`config.mk`:
```
export PLATFORM = sky130hd
export DESIGN_NAME = cdb_arbiter
export DESIGN_NICKNAME = d
export VERILOG_FILES = /design/src/rtl/cdb_arbiter_pkg.sv /design/src/rtl/cdb_fifo.sv /design/src/rtl/cdb_arbiter.sv
export SDC_FILE = /design/constraint.sdc
export NUM_CORES = 1
export LEC_CHECK = 0
export CAP_MARGIN = 40
export CORE_ASPECT_RATIO = 0.75
export CORE_MARGIN = 2
export CORE_UTILIZATION = 60
export CTS_BUF_LIST = sky130_fd_sc_hd__clkbuf_2 sky130_fd_sc_hd__clkbuf_4 sky130_fd_sc_hd__clkbuf_8
export CTS_CLUSTER_DIAMETER = 80
export CTS_CLUSTER_SIZE = 8
export DETAILED_ROUTE_END_ITERATION = 8
export PLACE_DENSITY = 0.95
export SYNTH_ARGS = -nofsm -noshare
export SYNTH_HDL_FRONTEND = slang
export SYNTH_SLANG_ARGS = --single-unit
```
`constraint.sdc`:
```
create_clock -name clock -period 4.7 [get_ports clock]
set_input_delay 0.94 -clock clock [delete_from_list [all_inputs] [get_ports clock]]
set_output_delay 0.94 -clock clock [all_outputs]
set_load 0.05 [all_outputs]
```
`src/rtl/cdb_arbiter_pkg.sv`:
```
// Shared definitions for the CDB arbiter: word format, register codes, source IDs, grant encoding.
// The optional statistics feature in cdb_arbiter is enabled by defining CDB_ARB_STATS_EN.
package cdb_arbiter_pkg;

   localparam int unsigned CDB_W       = 16;
   localparam logic [15:0] CDB_INVALID = 16'hFFFF;

   localparam int unsigned DEST_MSB  = 15;
   localparam int unsigned DEST_LSB  = 13;
   localparam int unsigned RSPOS_MSB = 12;
   localparam int unsigned RSPOS_LSB = 11;
   localparam int unsigned SRC_BIT   = 10;
   localparam int unsigned DATA_MSB  = 9;
   localparam int unsigned DATA_LSB  = 0;

   localparam logic [2:0] REG_R0 = 3'b100;
   localparam logic [2:0] REG_R1 = 3'b010;
   localparam logic [2:0] REG_R2 = 3'b001;

   localparam logic SRC_ULA  = 1'b1;
   localparam logic SRC_LDSD = 1'b0;

   // Encoding matches the cdb_grant port: bit1 = ULA, bit0 = ULA_ld_sd.
   typedef enum logic [1:0] {
      GntNone = 2'b00,
      GntLdsd = 2'b01,
      GntUla  = 2'b10
   } grant_e;

   function automatic logic word_valid(input logic [CDB_W-1:0] word);
      return word != CDB_INVALID;
   endfunction

endpackage

```
`src/rtl/cdb_fifo.sv`:
```
// Per-source result FIFO: DEPTH entries, synchronous flush, no bypass from push to dout.
// Push while full and pop while empty are ignored.
module cdb_fifo
   import cdb_arbiter_pkg::*;
#(
   parameter int unsigned DEPTH = 2
) (
   input  logic             clock,
   input  logic             reset,
   input  logic             push,
   input  logic             pop,
   input  logic             flush,
   input  logic [CDB_W-1:0] din,
   output logic [CDB_W-1:0] dout,
   output logic             empty,
   output logic             full
);

   localparam int unsigned PW = (DEPTH > 1) ? $clog2(DEPTH) : 1;
   localparam int unsigned CW = $clog2(DEPTH + 1);

   logic [CDB_W-1:0] mem_q [DEPTH];
   logic [PW-1:0]    rd_ptr_q, rd_ptr_d;
   logic [PW-1:0]    wr_ptr_q, wr_ptr_d;
   logic [CW-1:0]    count_q, count_d;
   logic             do_push, do_pop;

   function automatic logic [PW-1:0] next_ptr(input logic [PW-1:0] ptr);
      return (ptr == PW'(DEPTH - 1)) ? '0 : ptr + 1'b1;
   endfunction

   assign empty   = (count_q == '0);
   assign full    = (count_q == CW'(DEPTH));
   assign do_push = push && !full && !flush;
   assign do_pop  = pop && !empty && !flush;
   assign dout    = mem_q[rd_ptr_q];

   always_comb begin
      rd_ptr_d = rd_ptr_q;
      wr_ptr_d = wr_ptr_q;
      count_d  = count_q;
      if (flush) begin
         rd_ptr_d = '0;
         wr_ptr_d = '0;
         count_d  = '0;
      end else begin
         if (do_push) begin
            wr_ptr_d = next_ptr(wr_ptr_q);
         end
         if (do_pop) begin
            rd_ptr_d = next_ptr(rd_ptr_q);
         end
         if (do_push && !do_pop) begin
            count_d = count_q + 1'b1;
         end else if (do_pop && !do_push) begin
            count_d = count_q - 1'b1;
         end
      end
   end

   always_ff @(posedge clock or posedge reset) begin
      if (reset) begin
         rd_ptr_q <= '0;
         wr_ptr_q <= '0;
         count_q  <= '0;
      end else begin
         rd_ptr_q <= rd_ptr_d;
         wr_ptr_q <= wr_ptr_d;
         count_q  <= count_d;
      end
   end

   // Storage needs no reset: dout is only consumed when the FIFO is non-empty.
   always_ff @(posedge clock) begin
      if (do_push) begin
         mem_q[wr_ptr_q] <= din;
      end
   end

endmodule

```
`src/rtl/cdb_arbiter.sv`:
```
// Round-robin arbiter placing ULA and ULA_ld_sd results onto a registered 16-bit CDB.
// Define CDB_ARB_STATS_EN to add saturating conflict and stall-cycle counters.
module cdb_arbiter
   import cdb_arbiter_pkg::*;
#(
   parameter int unsigned DEPTH = 2
) (
   input  logic        clock,
   input  logic        reset,
   input  logic        flush,
   input  logic [15:0] ula_result,
   input  logic [15:0] ld_sd_result,
   output logic        ula_stall,
   output logic        ld_sd_stall,
   output logic [15:0] cdb,
   output logic [1:0]  cdb_grant
`ifdef CDB_ARB_STATS_EN
   ,
   output logic [15:0] stat_conflicts,
   output logic [15:0] stat_stall_cycles
`endif
);

   logic [CDB_W-1:0] ula_dout, ld_dout;
   logic             ula_empty, ld_empty;
   logic             ula_full, ld_full;
   logic             ula_push, ld_push;
   logic             ula_pop, ld_pop;
   logic             both_ne;

   grant_e           gnt;
   grant_e           grant_q, grant_d;
   logic [CDB_W-1:0] cdb_q, cdb_d;
   logic             last_q, last_d;

   assign ula_push = word_valid(ula_result) && !ula_full;
   assign ld_push  = word_valid(ld_sd_result) && !ld_full;
   assign both_ne  = !ula_empty && !ld_empty;

   cdb_fifo #(
      .DEPTH (DEPTH)
   ) u_ula_fifo (
      .clock (clock),
      .reset (reset),
      .push  (ula_push),
      .pop   (ula_pop),
      .flush (flush),
      .din   (ula_result),
      .dout  (ula_dout),
      .empty (ula_empty),
      .full  (ula_full)
   );

   cdb_fifo #(
      .DEPTH (DEPTH)
   ) u_ld_fifo (
      .clock (clock),
      .reset (reset),
      .push  (ld_push),
      .pop   (ld_pop),
      .flush (flush),
      .din   (ld_sd_result),
      .dout  (ld_dout),
      .empty (ld_empty),
      .full  (ld_full)
   );

   always_comb begin
      gnt = GntNone;
      if (!flush) begin
         if (both_ne) begin
            gnt = (last_q == SRC_LDSD) ? GntUla : GntLdsd;
         end else if (!ula_empty) begin
            gnt = GntUla;
         end else if (!ld_empty) begin
            gnt = GntLdsd;
         end
      end
   end

   assign ula_pop = (gnt == GntUla);
   assign ld_pop  = (gnt == GntLdsd);

   always_comb begin
      cdb_d   = CDB_INVALID;
      grant_d = gnt;
      last_d  = last_q;
      unique case (gnt)
         GntUla: begin
            cdb_d  = ula_dout;
            last_d = SRC_ULA;
         end
         GntLdsd: begin
            cdb_d  = ld_dout;
            last_d = SRC_LDSD;
         end
         default: ;
      endcase
   end

   always_ff @(posedge clock or posedge reset) begin
      if (reset) begin
         cdb_q   <= CDB_INVALID;
         grant_q <= GntNone;
         last_q  <= SRC_LDSD;
      end else begin
         cdb_q   <= cdb_d;
         grant_q <= grant_d;
         last_q  <= last_d;
      end
   end

   assign cdb         = cdb_q;
   assign cdb_grant   = grant_q;
   assign ula_stall   = ula_full;
   assign ld_sd_stall = ld_full;

`ifdef CDB_ARB_STATS_EN
   logic [15:0] conf_q, conf_d;
   logic [15:0] stall_cyc_q, stall_cyc_d;

   // Counters sample pre-edge FIFO state and survive flush.
   always_comb begin
      conf_d      = conf_q;
      stall_cyc_d = stall_cyc_q;
      if (both_ne && (conf_q != 16'hFFFF)) begin
         conf_d = conf_q + 16'd1;
      end
      if ((ula_full || ld_full) && (stall_cyc_q != 16'hFFFF)) begin
         stall_cyc_d = stall_cyc_q + 16'd1;
      end
   end

   always_ff @(posedge clock or posedge reset) begin
      if (reset) begin
         conf_q      <= '0;
         stall_cyc_q <= '0;
      end else begin
         conf_q      <= conf_d;
         stall_cyc_q <= stall_cyc_d;
      end
   end

   assign stat_conflicts    = conf_q;
   assign stat_stall_cycles = stall_cyc_q;
`endif

endmodule

```
==> flow_summary.json <==
{
  "outcome": "complete, no violations",
  "syn_inst": 225,
  "path_class": "primary input to flop",
  "cts_buffer_depth": 2,
  "insertion_delay_ns": 0.35,
  "grt-ovfl-total": 0,
  "hold_viol_final": 0,
  "htreeDepth": 3,
  "p_total_mw": 2.66,
  "worst_hold_path_type": "flop to flop",
  "first_iter_violations": 222,
  "drc": 0,
  "rsz0062_at_grt": "no",
  "worst_slew_pin_slew_ns": 0.908,
  "diodes": 0,
  "vias_per_cell": 5.80,
  "max_freq_ghz": 0.303,
  "postPlaceCellArea_um2": 4270,
  "numCtsBuffers": 9,
  "final_cell_count_no_fill": 369,
  "cp-startpoint": "flush",
  "ys_async_sr_fraction_pct": 29.7,
  "row_count": 24,
  "synth_ff_type": "edfxtp_1",
  "drive_gt1_share_pct": 22.3,
  "setup_viol": 0,
  "die_h_um": 71.0,
  "drt_wl_total_um": 7420,
  "crit_chain": "clkdlybuf4s50_1, nor2b_1, o21ai_0, inv_1, ha_1, nor4_1, a2111oi_0",
  "area_growth_pct": 25.1,
  "cts.sinks": 91,
  "vias": 2142,
  "drt_pre_antenna_iters": 7,
  "ctsResizeCount": 0,
  "portBuffers": 54,
  "min_period_ns": 3.30,
  "synthTopCellsByArea": "edfxtp_1, dfstp_2, dfrtp_1",
  "postCtsSetupRepairBufs": 0,
  "wl_per_cell_um": 20.1,
  "grt_first_pass_wirelength_um": 11400,
  "p_leak_nw": 1.60,
  "ant_nets": 0,
  "synth_edf_count": 64,
  "arrival_ns": 3.49,
  "place_inst": 353,
  "finalSetupTns_ns": 0,
  "fin_crit_sh_pct": 70.1,
  "design.die.area_um2": 6620,
  "critPathRequiredTime_ns": 4.89,
  "ys_types": 35,
  "dpl.hpwl_um": 5100,
  "grtUsageTotal_pct": 24.0,
  "slew_headroom_pct": 39.5,
  "cts.clk_slew.worst_paths_ns": 0.08,
  "seq_area_um2": 2620,
  "ys_ff_latch": 91,
  "p_per_area_nw_per_um2": 593,
  "fillers": 313,
  "grt_max_degree": 22,
  "die_w_um": 93.3,
  "slowest_stage": "clkdlybuf4s50_1",
  "io-pin-count": 55,
  "cts_tree": "done",
  "yosys.area.top_type": "edfxtp_1",
  "end_kind": "flop",
  "yosysMostFrequentCell": "edfxtp_1",
  "routabilityCongestion": 0.820,
  "multi_input_area_um2": 925,
  "grt_antenna_before_repair": 0,
  "synth.cell_area_um2": 3590,
  "ctsHoldBuffers": 0,
  "core_um2": 5800,
  "syn_nets": 262,
  "seq_area_frac_synth_pct": 72.9,
  "syn_area_per_cell_um2": 15.9,
  "ys_warn_count": 0,
  "synth.top_cell.area_share_pct": 53.6,
  "initial_core_util_pct": 61.9,
  "ys_top_cells_by_count": "edfxtp_1, a21oi_1, mux2i_1, o21ai_0",
  "worstReg2RegStart": "u_ld_fifo.count_q[1]$_DFFE_PP0P_",
  "slew_violations": 0,
  "design_area_um2": 4490,
  "min-delay-start": "last_q$_DFFE_PP0N_",
  "fin_util_pct": 77.5,
  "grt_pass1_vias": 2150,
  "peakVddDrop_v": 0.000308,
  "startpoint_type": "primary input",
  "critPathMaxFanout": 21,
  "max_stage_delay_ns": 0.74,
  "maxCapViolCount": 0,
  "layout.nets": 323,
  "cts_root_buf": "clkbuf_8",
  "clock_skew_ns": 0.00866
}
==> cells in the final DEF, fill, tap and decap left out, drive strengths merged, types with 2 or more instances in the layout <==
cell type and count:
dfrtp 11, a21oi 18, o21ai 18, clkbuf 9
nand4 8, nor2b 3, nor2 8, xor2 4
dfstp 16, clkdlybuf4s50 54, ha 2, edfxtp 64
clkinvlp 2, mux2i 18, nor4 5, buf 5
inv 7, nand2b 2, clkinv 3, bufinv 2
mux2 16
==> cell families after synthesis <==
| kind of cell | count (synthesis) | share of synthesized area, % |
|---|---|---|
| multiplexers | 34 | 10.0 |
| AND/OR/NAND/NOR | 34 | 6.17 |
| AO/OA/AOI/OAI | 42 | 7.01 |
| flip-flops | 91 | 72.9 |
| XOR/XNOR | 5 | 1.22 |
| adder cells (fa/ha/maj) | 2 | 0.697 |
| buffers and inverters | 17 | 1.92 |
==> power by group <==
group          switching [mW]  internal (mW)
Sequential             0.0935           1.10
Combinational           0.580          0.333
Clock                   0.260          0.297
Total                   0.933           1.73
==> critical path: cells and delay by family <==
kind	cells	cell delay, ns
compound gates	2	0.69
simple gates	2	0.39
fa+ha+maj	1	0.61
buf+inv	2	0.85
==> registers in the layout, summed over array words and instances (netlist names) <==
register / count
cdb: 16
u_ld_fifo.count_q: 2
u_ld_fifo.wr_ptr_q: 1
last_q: 1
u_ula_fifo.rd_ptr_q: 1
u_ula_fifo.mem_q: 32
u_ld_fifo.rd_ptr_q: 1
u_ula_fifo.count_q: 2
u_ula_fifo.wr_ptr_q: 1
cdb_grant: 2
u_ld_fifo.mem_q: 32
==> worst paths after layout <==
kind	end	depth (start not counted)	slack [ns]
max reg2reg	u_ld_fifo.count_q[1]$_DFFE_PP0P_	7	2.19
min	last_q$_DFFE_PP0N_	2	0.56
min in group asynchronous	cdb[10]$_DFF_PP1_	2	1.14
min reg2reg	last_q$_DFFE_PP0N_	2	0.56
max	u_ld_fifo.count_q[1]$_DFFE_PP0P_	7	1.40
max in group asynchronous	cdb[0]$_DFF_PP1_	3	3.33
==> per-layer routing <==
layer | track usage [%] | share of wire, % | wire [um]
met2 | 38.2 | 51 | 3780
met3 | 7.14 | 6.9 | 514
met5 | 0 | 0 | 0
met1 | 32.5 | 41 | 3060
met4 | 7.19 | 0.94 | 70
==> cell type report <==
class / instances / area share (%)
clock inverters: 7 / 2.06
repair buffers: 60 / 13.5
inverters: 7 / 0.585
multi-input cells: 117 / 20.6
clock buffers: 9 / 2.76
well taps: 78 / 2.17
flip-flops and latches: 91 / 58.3
==> through the flow <==
stage | setup slack, ns | hold WS (ns)
after global routing | 1.31 | 0.585
after global placement | 1.52 | 0.532
final | 1.40 | 0.564
after detailed placement | 1.12 | 0.530
after floorplan | 1.31 | 0.511
after CTS | 1.46 | 0.564
No activity file was read; power rests on OpenSTA's default activity.
